`config.mk`:
```
export PLATFORM = sky130hd
export DESIGN_NAME = div_iter
export DESIGN_NICKNAME = d
export VERILOG_FILES = /design/src/rtl/div_iter_pkg.sv /design/src/rtl/div_iter_sign_fix.sv /design/src/rtl/div_iter.sv
export SDC_FILE = /design/constraint.sdc
export NUM_CORES = 1
export LEC_CHECK = 0
export CAP_MARGIN = 20
export CORE_AREA = 2 2 169 171
export CTS_CLUSTER_SIZE = 30
export DETAILED_ROUTE_END_ITERATION = 12
export DIE_AREA = 0 0 171 173
export GPL_TIMING_DRIVEN = 0
export PLACE_DENSITY = 0.79
export RECOVER_POWER = 100
export SETUP_SLACK_MARGIN = 0.1
export SLEW_MARGIN = 20
export SYNTH_ARGS = -nofsm -noshare
export SYNTH_HDL_FRONTEND = slang
export SYNTH_SLANG_ARGS = --single-unit
```
`constraint.sdc`:
```
create_clock -name clk -period 3.76 [get_ports clk]
set_clock_uncertainty 0.15 [all_clocks]
set_input_delay 0.752 -clock clk [delete_from_list [all_inputs] [get_ports clk]]
set_output_delay 0.752 -clock clk [all_outputs]
set_load 0.03 [all_outputs]
```
`src/rtl/div_iter_pkg.sv`:
```
// Shared types and constants for the iterative divider.
// Optional build macro: DIV_EARLY_OUT_EN (early completion when |dividend| < |divisor|).
package div_iter_pkg;

    localparam int unsigned WIDTH = 32;
    localparam int unsigned RES_W = 2 * WIDTH;
    localparam int unsigned CNT_W = 32;

    // Quotient returned for a zero divisor
    localparam logic [WIDTH-1:0] DIV_ZERO_QUO = 32'hFFFF_FFFF;

    typedef enum logic [1:0] {
        DIV_IDLE = 2'b00,
        DIV_BUSY = 2'b01,
        DIV_DONE = 2'b10
    } div_state_e;

    // Result bus: quotient in the upper half, remainder in the lower half
    typedef struct packed {
        logic [WIDTH-1:0] quo;
        logic [WIDTH-1:0] rem;
    } div_res_t;

    // Two's-complement negate when neg is set, pass-through otherwise
    function automatic logic [WIDTH-1:0] cond_neg(input logic [WIDTH-1:0] x, input logic neg);
        return neg ? (~x + WIDTH'(1)) : x;
    endfunction

endpackage

```
`src/rtl/div_iter_sign_fix.sv`:
```
// Applies the final signs to the unsigned quotient/remainder of the divider.
module div_iter_sign_fix
    import div_iter_pkg::*;
(
    input  logic [WIDTH-1:0] quo_raw,
    input  logic [WIDTH-1:0] rem_raw,
    input  logic             neg_quo,
    input  logic             neg_rem,
    output logic [WIDTH-1:0] quo_c,
    output logic [WIDTH-1:0] rem_c
);

    // Quotient negated when operand signs differ; remainder follows the dividend
    always_comb begin
        quo_c = cond_neg(quo_raw, neg_quo);
        rem_c = cond_neg(rem_raw, neg_rem);
    end

endmodule

```
`src/rtl/div_iter.sv`:
```
// Iterative radix-2 restoring divider for DIV/DIVU/MOD/MODU.
// Build macro DIV_EARLY_OUT_EN: finish straight after accept when |dividend| < |divisor|.
module div_iter
    import div_iter_pkg::*;
(
    input  logic             clk,
    input  logic             rst,
    input  logic [WIDTH-1:0] dividend,
    input  logic [WIDTH-1:0] divisor,
    input  logic             div_valid1,
    input  logic             div_valid2,
    input  logic             div_signed,
    input  logic             div_start,
    output logic             div_ready,
    output logic [RES_W-1:0] div_result,
    output logic [CNT_W-1:0] cnt
);

    div_state_e       state, state_d;
    logic [CNT_W-1:0] cnt_d;
    logic [WIDTH-1:0] rem, rem_d;
    logic [WIDTH-1:0] quo, quo_d;
    logic [WIDTH-1:0] dvsr, dvsr_d;
    logic             neg_quo, neg_quo_d;
    logic             neg_rem, neg_rem_d;
    logic             zero_div, zero_div_d;
    logic             ready_d;
    div_res_t         res_q, res_d;

    logic             accept;
    logic             a_neg, b_neg;
    logic [WIDTH-1:0] abs_a, abs_b;
    logic [WIDTH:0]   trial;
    logic             trial_ge;
    logic             early_c;
    logic [WIDTH-1:0] fix_quo_c, fix_rem_c;

    // Operand magnitudes and the trial subtraction of one restoring step
    assign accept   = div_start & div_valid1 & div_valid2;
    assign a_neg    = div_signed & dividend[WIDTH-1];
    assign b_neg    = div_signed & divisor[WIDTH-1];
    assign abs_a    = cond_neg(dividend, a_neg);
    assign abs_b    = cond_neg(divisor, b_neg);
    assign trial    = {rem, quo[WIDTH-1]};
    assign trial_ge = (trial >= {1'b0, dvsr});

`ifdef DIV_EARLY_OUT_EN
    assign early_c = (abs_a < abs_b);
`else
    assign early_c = 1'b0;
`endif

    div_iter_sign_fix u_sign_fix (
        .quo_raw (quo),
        .rem_raw (rem),
        .neg_quo (neg_quo),
        .neg_rem (neg_rem),
        .quo_c   (fix_quo_c),
        .rem_c   (fix_rem_c)
    );

    // State and datapath registers
    always_ff @(posedge clk or negedge rst) begin
        if (!rst) begin
            state     <= DIV_IDLE;
            cnt       <= '0;
            rem       <= '0;
            quo       <= '0;
            dvsr      <= '0;
            neg_quo   <= 1'b0;
            neg_rem   <= 1'b0;
            zero_div  <= 1'b0;
            div_ready <= 1'b0;
            res_q     <= '0;
        end else begin
            state     <= state_d;
            cnt       <= cnt_d;
            rem       <= rem_d;
            quo       <= quo_d;
            dvsr      <= dvsr_d;
            neg_quo   <= neg_quo_d;
            neg_rem   <= neg_rem_d;
            zero_div  <= zero_div_d;
            div_ready <= ready_d;
            res_q     <= res_d;
        end
    end

    // Next-state, iteration step and result update
    always_comb begin
        state_d    = state;
        cnt_d      = cnt;
        rem_d      = rem;
        quo_d      = quo;
        dvsr_d     = dvsr;
        neg_quo_d  = neg_quo;
        neg_rem_d  = neg_rem;
        zero_div_d = zero_div;
        ready_d    = 1'b0;
        res_d      = res_q;

        case (state)
            DIV_IDLE: begin
                if (accept) begin
                    dvsr_d     = abs_b;
                    neg_quo_d  = a_neg ^ b_neg;
                    neg_rem_d  = a_neg;
                    zero_div_d = 1'b0;
                    if (divisor == '0) begin
                        // Zero divisor bypasses sign fixing: raw dividend comes back
                        zero_div_d = 1'b1;
                        quo_d      = DIV_ZERO_QUO;
                        rem_d      = dividend;
                        cnt_d      = '0;
                        state_d    = DIV_DONE;
                    end else if (early_c) begin
                        // Sign fix turns |dividend| back into the raw dividend
                        quo_d   = '0;
                        rem_d   = abs_a;
                        cnt_d   = '0;
                        state_d = DIV_DONE;
                    end else begin
                        quo_d   = abs_a;
                        rem_d   = '0;
                        cnt_d   = CNT_W'(1);
                        state_d = DIV_BUSY;
                    end
                end
            end

            DIV_BUSY: begin
                if (!div_start) begin
                    cnt_d   = '0;
                    state_d = DIV_IDLE;
                end else begin
                    rem_d = trial_ge ? WIDTH'(trial - {1'b0, dvsr}) : trial[WIDTH-1:0];
                    quo_d = {quo[WIDTH-2:0], trial_ge};
                    if (cnt == CNT_W'(WIDTH)) begin
                        cnt_d   = '0;
                        state_d = DIV_DONE;
                    end else begin
                        cnt_d = cnt + CNT_W'(1);
                    end
                end
            end

            DIV_DONE: begin
                ready_d = 1'b1;
                if (zero_div) begin
                    res_d.quo = quo;
                    res_d.rem = rem;
                end else begin
                    res_d.quo = fix_quo_c;
                    res_d.rem = fix_rem_c;
                end
                state_d = DIV_IDLE;
            end

            default: begin
                cnt_d   = '0;
                state_d = DIV_IDLE;
            end
        endcase
    end

    assign div_result = res_q;

endmodule

```
==> metrics.cfg, run 1 <==
[outcome]
outcome = finished, violations left
violations = max-capacitance violations, max-slew violations

[die]
start_util_pct = 47.5
area_of_the_die_um2 = 29600
design.core.area_um2 = 27600
floorplan.die.width_um = 171
die-height_um = 173
row_count = 61
io_pins = 167

[sta]
min_period_over_period_pct = 92.7
worst_slew_pin_slew_ns = 1.67
achievable-frequency_mhz = 287
finalSetupViolCount = 0
slew_headroom_pct = -11.4
finalCriticalPeriod_ns = 3.49
setup_tns_ns = 0
slew_violations = 60
total_count_of_hold_check_failures_in_the_final_report = 0
setup_ws_ns = 0.274
rsz0062_at_grt = no

[cells_and_area]
layout-drive-gt1-share_pct = 4.29
finish.utilization_pct = 57.1
finalInstanceArea_um2 = 15800
areaGrowthSynthToFinish_pct = 20.3
nNetsFinal = 1889
final_cells = 2172

[clock_tree]
clkSinkCount = 198
tritoncts = done
clockRootBuffer = sky130_fd_sc_hd__clkbuf_16
deepest_level_of_the_cts_h_tree = 4
cts_buf_count = 17
worstSkewPairLatency_ns = 0.44
cts_repair_resize_count = 0
clockBufferDepth = 2
clk_pin_slew_worst_paths_ns = 0.08
post-cts-setup-buffer-count = 0
cts_hold_buf = 0

[logic_synthesis]
synthCells = 1594
ys_types = 78
yosys.area.top_type_share_pct = 37.8
postSynthNetCount = 1703
synthTopCellsByArea = sky130_fd_sc_hd__dfrtp_1, sky130_fd_sc_hd__o21ai_0, sky130_fd_sc_hd__xnor2_1, sky130_fd_sc_hd__a21oi_1, sky130_fd_sc_hd__xor2_1
synth.avg_cell_area_um2 = 8.23
synth_area_leader_cell = sky130_fd_sc_hd__dfrtp_1
dominantRegCellSynth = sky130_fd_sc_hd__dfrtp_1
yosysWarningCount = 0
synth.ff_latch_count = 198
yosysSeqAreaShare_pct = 37.8
number_of_enable_flip_flop_cells_after_synthesis = 0
postSynth.asyncResetShare_pct = 100
post_synth_instance_area_um2 = 13100

[pwr]
worst_ir_drop_vdd_v = 0.000334
leakage_nw = 6.68
power_density_nw_per_um2 = 737

[setup_path]
crit_path_start_kind = input port
crit_required_ns = 3.88
critical_path.max_fanout = 10
worst_setup_path_end_kind = flip-flop
cp_data_arrival_time_ns = 3.61
crit_type = input port to flip-flop

[place]
detailed_place.area_um2 = 15300
dp_worst_setup_slack_ns = 0.0465
numPortBuffers = 165
cell_count_after_placement = 2139
hpwlAfterDp_um = 32000
gp_congestion = 0.972

[routing]
drt_pass1_iterations = 5
avgRoutedWirePerCell_um = 18.7
detail_route.vias_per_cell = 5.80
route.vias.total = 12600
dr.first_iter.drc_count = 940
drc = 0
detail-route-antenna-nets = 0
finalWirelength_um = 40700

[global_route]
grt_first_pass_wirelength_um = 64800
grt.met2_usage_pct = 43.8
antenna_found_initial = 1
first_global_vias = 12100
grt_max_degree = 77
grt.total_usage_pct = 27.5
grt.met3_usage_pct = 3.64
grt_overflow = 0
grt_most_used_layer = met2
globalRouteMet1Util_pct = 39.1

[job]
max_cap_violation_count = 1

[worst_hold_path]
path_type_of_the_worst_min_delay_path = flip-flop to flip-flop

[critical path: stages]
cell and delay [ns]:
sky130_fd_sc_hd__dlygate4sd3_1 0.61, sky130_fd_sc_hd__nand4b_1 0.16, sky130_fd_sc_hd__nor2_1 0.59, sky130_fd_sc_hd__nor2_1 0.27
sky130_fd_sc_hd__clkbuf_1 0.31, sky130_fd_sc_hd__a2111oi_0 0.85, sky130_fd_sc_hd__a21oi_1 0.07
[cells by family (layout without fill, tap and decap cells)]
kind of cell / count (synthesis) / after routing / share of synthesized area, %
muxes: 3 / 3 / 0.229
other: 0 / 1 / 0
buffers and inverters: 146 / 345 / 4.58
DFF: 198 / 198 / 37.8
adders and majority gates: 39 / 39 / 3.78
xor gates and xnor gates: 165 / 165 / 11.0
AOI/OAI and AO/OA: 473 / 473 / 21.2
and+or+nand+nor: 570 / 570 / 21.4
[through the flow]
step,hold WS [ns],power (mW)
after floorplan,0.300,7.76
after global placement,0.313,9.77
after detailed placement,0.319,9.90
after CTS,0.0967,11.7
after global routing,0.346,12.4
final,0.324,11.6
[cell usage after synthesis, types with 9 or more instances]
master / n
sky130_fd_sc_hd__o21ai_0: 180
sky130_fd_sc_hd__nand4_1: 13
sky130_fd_sc_hd__o211ai_1: 9
sky130_fd_sc_hd__nor4_1: 20
sky130_fd_sc_hd__xor2_1: 78
sky130_fd_sc_hd__xnor2_1: 87
sky130_fd_sc_hd__a31oi_1: 19
sky130_fd_sc_hd__nand2b_1: 19
sky130_fd_sc_hd__o22ai_1: 13
sky130_fd_sc_hd__and3_1: 16
sky130_fd_sc_hd__or3_1: 14
sky130_fd_sc_hd__nor2b_1: 10
sky130_fd_sc_hd__a21oi_1: 139
sky130_fd_sc_hd__clkbuf_1: 69
sky130_fd_sc_hd__o21ai_1: 21
sky130_fd_sc_hd__o41ai_1: 11
sky130_fd_sc_hd__inv_1: 56
sky130_fd_sc_hd__and2_1: 9
sky130_fd_sc_hd__nor2_1: 165
sky130_fd_sc_hd__a21o_1: 14
sky130_fd_sc_hd__dfrtp_1: 198
sky130_fd_sc_hd__o31ai_1: 19
sky130_fd_sc_hd__nand3_1: 56
sky130_fd_sc_hd__nor3_1: 28
sky130_fd_sc_hd__nand2_1: 171
sky130_fd_sc_hd__ha_1: 38
[layout make-up]
class | instances | area, µm²
antenna | 1 | 2.50
buffer | 89 | 387
clock buffer | 18 | 429
clock inverter | 14 | 154
fill | 2583 | 11900
inverter | 57 | 214
multi-input combinational | 1250 | 7480
sequential | 198 | 4950
tap | 378 | 473
timing repair buffer | 167 | 1680
[per-layer routing]
layer	vias up	wire length [µm]
met2	510	18500
met1	6006	18200
met4	0	1080
met3	84	2880
li1	5999	-
met5	-	0
[layout by cell type (no fill, tap or decap), drive strengths merged, types with 5 or more instances in the layout]
cell and count:
o21ai 201, dfrtp 198, nand2 173, nor2 168
a21oi 140, dlygate4sd3 98, clkbuf 93, xnor2 87
xor2 78, clkdlybuf4s50 66, inv 65, nand3 57
ha 38, nor3 34, nor4 23, a31oi 20
o31ai 20, nand2b 19, or3 17, buf 17
and3 16, o41ai 15, a21o 14, nand4 13
o22ai 13, nor2b 10, and2 10, o211ai 9
or4 9, nor3b 7, a211oi 6, clkinv 6
o21bai 5
[path summary, 6_finish.rpt]
kind | from | to | slack (ns) | cells after the start
max reg2reg | rem[21] | rem[17] | 0.29 | 11
min reg2reg | div_result[41] | div_result[41] | 0.32 | 2
max in group asynchronous | rst | div_result[57] | 0.98 | 2
max | div_start | quo[31] | 0.27 | 7
min | div_result[41] | div_result[41] | 0.32 | 2
min in group asynchronous | rst | dvsr[9] | 0.55 | 1
[state kept, by name, indices dropped and copies added (netlist names), 2 cells and up]
| name | cells |
|---|---|
| div_result | 64 |
| cnt | 32 |
| dvsr | 32 |
| quo | 32 |
| rem | 32 |
| state | 2 |
[power breakdown]
group	internal (mW)	total [mW]	switching [mW]
combinational	2.39	6.12	3.73
clock	0.894	1.84	0.942
sequential	2.82	3.66	0.841
Power figures use the tool's default switching activity.
==> run 2: changes to the inputs <==
--- a/config.mk
+++ b/config.mk
@@ -14,7 +14,6 @@
 export PLACE_DENSITY = 0.79
 export RECOVER_POWER = 100
 export SETUP_SLACK_MARGIN = 0.1
-export SLEW_MARGIN = 20
 export SYNTH_ARGS = -nofsm -noshare
 export SYNTH_HDL_FRONTEND = slang
 export SYNTH_SLANG_ARGS = --single-unit
==> metrics.cfg, run 2 (same netlist as run 1, synthesis figures left out) <==
[clock_tree]
deepest_level_of_the_cts_h_tree = 4  ; unchanged
clkSinkCount = 198  ; unchanged
cts_buf_count = 17  ; unchanged
post-cts-setup-buffer-count = 0  ; unchanged
clockRootBuffer = sky130_fd_sc_hd__clkbuf_16
clk_pin_slew_worst_paths_ns = 0.08  ; about the same
worstSkewPairLatency_ns = 0.45  ; about the same
clockBufferDepth = 2  ; unchanged
tritoncts = done

[pwr]
leakage_nw = 6.67  ; -0.18%
seq_power_share_pct = 31.3  ; -0.2 points
power_report.internal_total_mw = 6.11  ; about the same
power_density_nw_per_um2 = 740  ; +0.50%
power.switching_mw = 5.56  ; +0.83%
power.switching_fraction_pct = 47.6  ; +0.20 points
power.combinational.fraction_pct = 52.8  ; about the same
worst_ir_drop_vdd_v = 0.000337  ; +0.76%
clock_network_power_share_pct = 15.9  ; about the same
design_power_total_mw = 11.7  ; +0.40%

[die]
design.core.area_um2 = 27600  ; unchanged
die-height_um = 173  ; unchanged
area_of_the_die_um2 = 29600  ; unchanged
io_pins = 167  ; unchanged
row_count = 61  ; unchanged
start_util_pct = 47.5  ; unchanged
floorplan.die.width_um = 171  ; unchanged

[routing]
avgRoutedWirePerCell_um = 18.8  ; +0.37%
route.vias.total = 12600  ; +0.26%
dr.first_iter.drc_count = 1163  ; +24%
detail_route.vias_per_cell = 5.82  ; +0.31%
drt_pass1_iterations = 5  ; unchanged
detail-route-antenna-nets = 0  ; unchanged
finalWirelength_um = 40800  ; +0.32%
drc = 0  ; unchanged

[sta]
slew_violations = 80  ; +33%
min_period_over_period_pct = 97.0  ; +4.3 points
hold_ws_ns = 0.326  ; +0.00111 ns
rsz0062_at_grt = no
setup_ws_ns = 0.113  ; -0.162 ns
worst_slew_pin_slew_ns = 1.95  ; +0.280 ns
finalSetupViolCount = 0  ; unchanged
total_count_of_hold_check_failures_in_the_final_report = 0  ; unchanged
slew_headroom_pct = -30.1  ; -19 points
setup_tns_ns = 0  ; unchanged
finalCriticalPeriod_ns = 3.65  ; +0.162 ns
achievable-frequency_mhz = 274  ; -4.4%

[global_route]
first_global_vias = 12200  ; +0.45%
antenna_found_initial = 1  ; unchanged
grt.total_usage_pct = 27.7  ; +0.11 points
grt_overflow = 0  ; unchanged
grt_first_pass_wirelength_um = 65300  ; +0.71%
grt_max_degree = 121  ; +57%

[setup_path]
crit_chain = dlygate4sd3_1 > nand4b_1 > nor2_1 > nor2_1 > clkbuf_1 > a2111oi_0 > a21oi_1
critical-path-max-stage-delay_ns = 1.06  ; +0.21 ns
cp.buffers_inverters = 2  ; unchanged
crit_path_start_kind = input port
critical-path-slowest-cell = sky130_fd_sc_hd__a2111oi_0
crit_required_ns = 3.88  ; about the same
critPathMostFrequentCell = sky130_fd_sc_hd__nor2_1
worst_setup_path_end_kind = flip-flop
critical_path.top_delay_family = compound AO/OA/AOI/OAI gates
crit_type = input port to flip-flop
cp_data_arrival_time_ns = 3.77  ; +0.16 ns
critical_path.max_fanout = 10  ; unchanged

[cells_and_area]
most_common_cell_after_layout_fill_and_taps_aside = sky130_fd_sc_hd__dfrtp_1
layout-drive-gt1-share_pct = 4.24  ; -0.053 points
largest_register_ff_count = 64  ; unchanged
nNetsFinal = 1888  ; -0.053%
final_cell_mix = sky130_fd_sc_hd__dfrtp_1, sky130_fd_sc_hd__o21ai_0, sky130_fd_sc_hd__nand2_1, sky130_fd_sc_hd__nor2_1, sky130_fd_sc_hd__a21oi_1
final_cells = 2171  ; -0.046%
areaGrowthSynthToFinish_pct = 20.2  ; about the same
filler_cell_count = 2559  ; -0.93%

[place]
gp_congestion = 0.972  ; unchanged
dp_worst_setup_slack_ns = 0.0451  ; -0.00142 ns
cell_count_after_placement = 2138  ; -0.047%
numPortBuffers = 165  ; unchanged
hpwlAfterDp_um = 31700  ; -0.94%

[outcome]
outcome = finished, violations left
violations = max-capacitance violations, max-slew violations

[worst_hold_path]
path_type_of_the_worst_min_delay_path = flip-flop to flip-flop

[job]
max_cap_violation_count = 1  ; unchanged

-- run 2: worst min-delay path, stage by stage (launching register included) --
cell and delay (ns):
sky130_fd_sc_hd__dfrtp_1 0.34, sky130_fd_sc_hd__nand2_1 0.04, sky130_fd_sc_hd__o21ai_0 0.06
-- run 2: final timing paths --
check / end / startpoint / slack, ns / cells past startpoint
setup reg to reg: quo[31] / state[0] / 0.20 / 8
hold reg to reg: div_result[41] / div_result[41] / 0.33 / 2
max in group asynchronous: quo[19] / rst / 0.81 / 2
min in group asynchronous: dvsr[9] / rst / 0.67 / 1
setup / recovery: quo[31] / div_start / 0.11 / 7
hold / removal: div_result[41] / div_result[41] / 0.33 / 2
-- run 2: area by class of cell --
class	count	area, µm²	area share (%)
Antenna cell	1	2.50	0.0159
Clock inverter	14	154	0.977
Multi-Input combinational cell	1250	7490	47.5
Inverter	57	214	1.36
Buffer	89	387	2.45
Tap cell	378	473	3.00
Clock buffer	18	429	2.72
Sequential cell	198	4950	31.4
Timing Repair Buffer	166	1660	10.5
-- run 2: metal layers --
| layer | global-route usage [%] | up-vias | wire length [µm] |
|---|---|---|---|
| li1 | - | 6001 | - |
| met1 | 39.6 | 6054 | 18200 |
| met2 | 43.8 | 522 | 18600 |
| met3 | 3.66 | 55 | 3140 |
| met4 | 7.87 | 0 | 884 |
| met5 | 0 | - | 0 |
-- run 2: per-stage QoR --
stage                     area (µm²)  util (%)
after global routing           15800      57.0
final                          15800      57.0
after detailed placement       15300      55.3
after CTS                      15900      57.4
after global placement         15200      55.2
after floorplan                13100         -
-- run 2: timing repair --
item                       CTS  global route
gates resized for setup      0             1
setup endpoints to repair    0             1
hold buffers                 0             0
-- run 2: power groups by stage --
stage,logic [mW],registers [mW],clock network (mW)
after floorplan,3.67,4.09,0
after global placement,6.12,3.66,0
after detailed placement,6.20,3.69,0
after CTS,6.24,3.65,1.86
after global routing,6.78,3.74,1.95
final,6.15,3.66,1.86
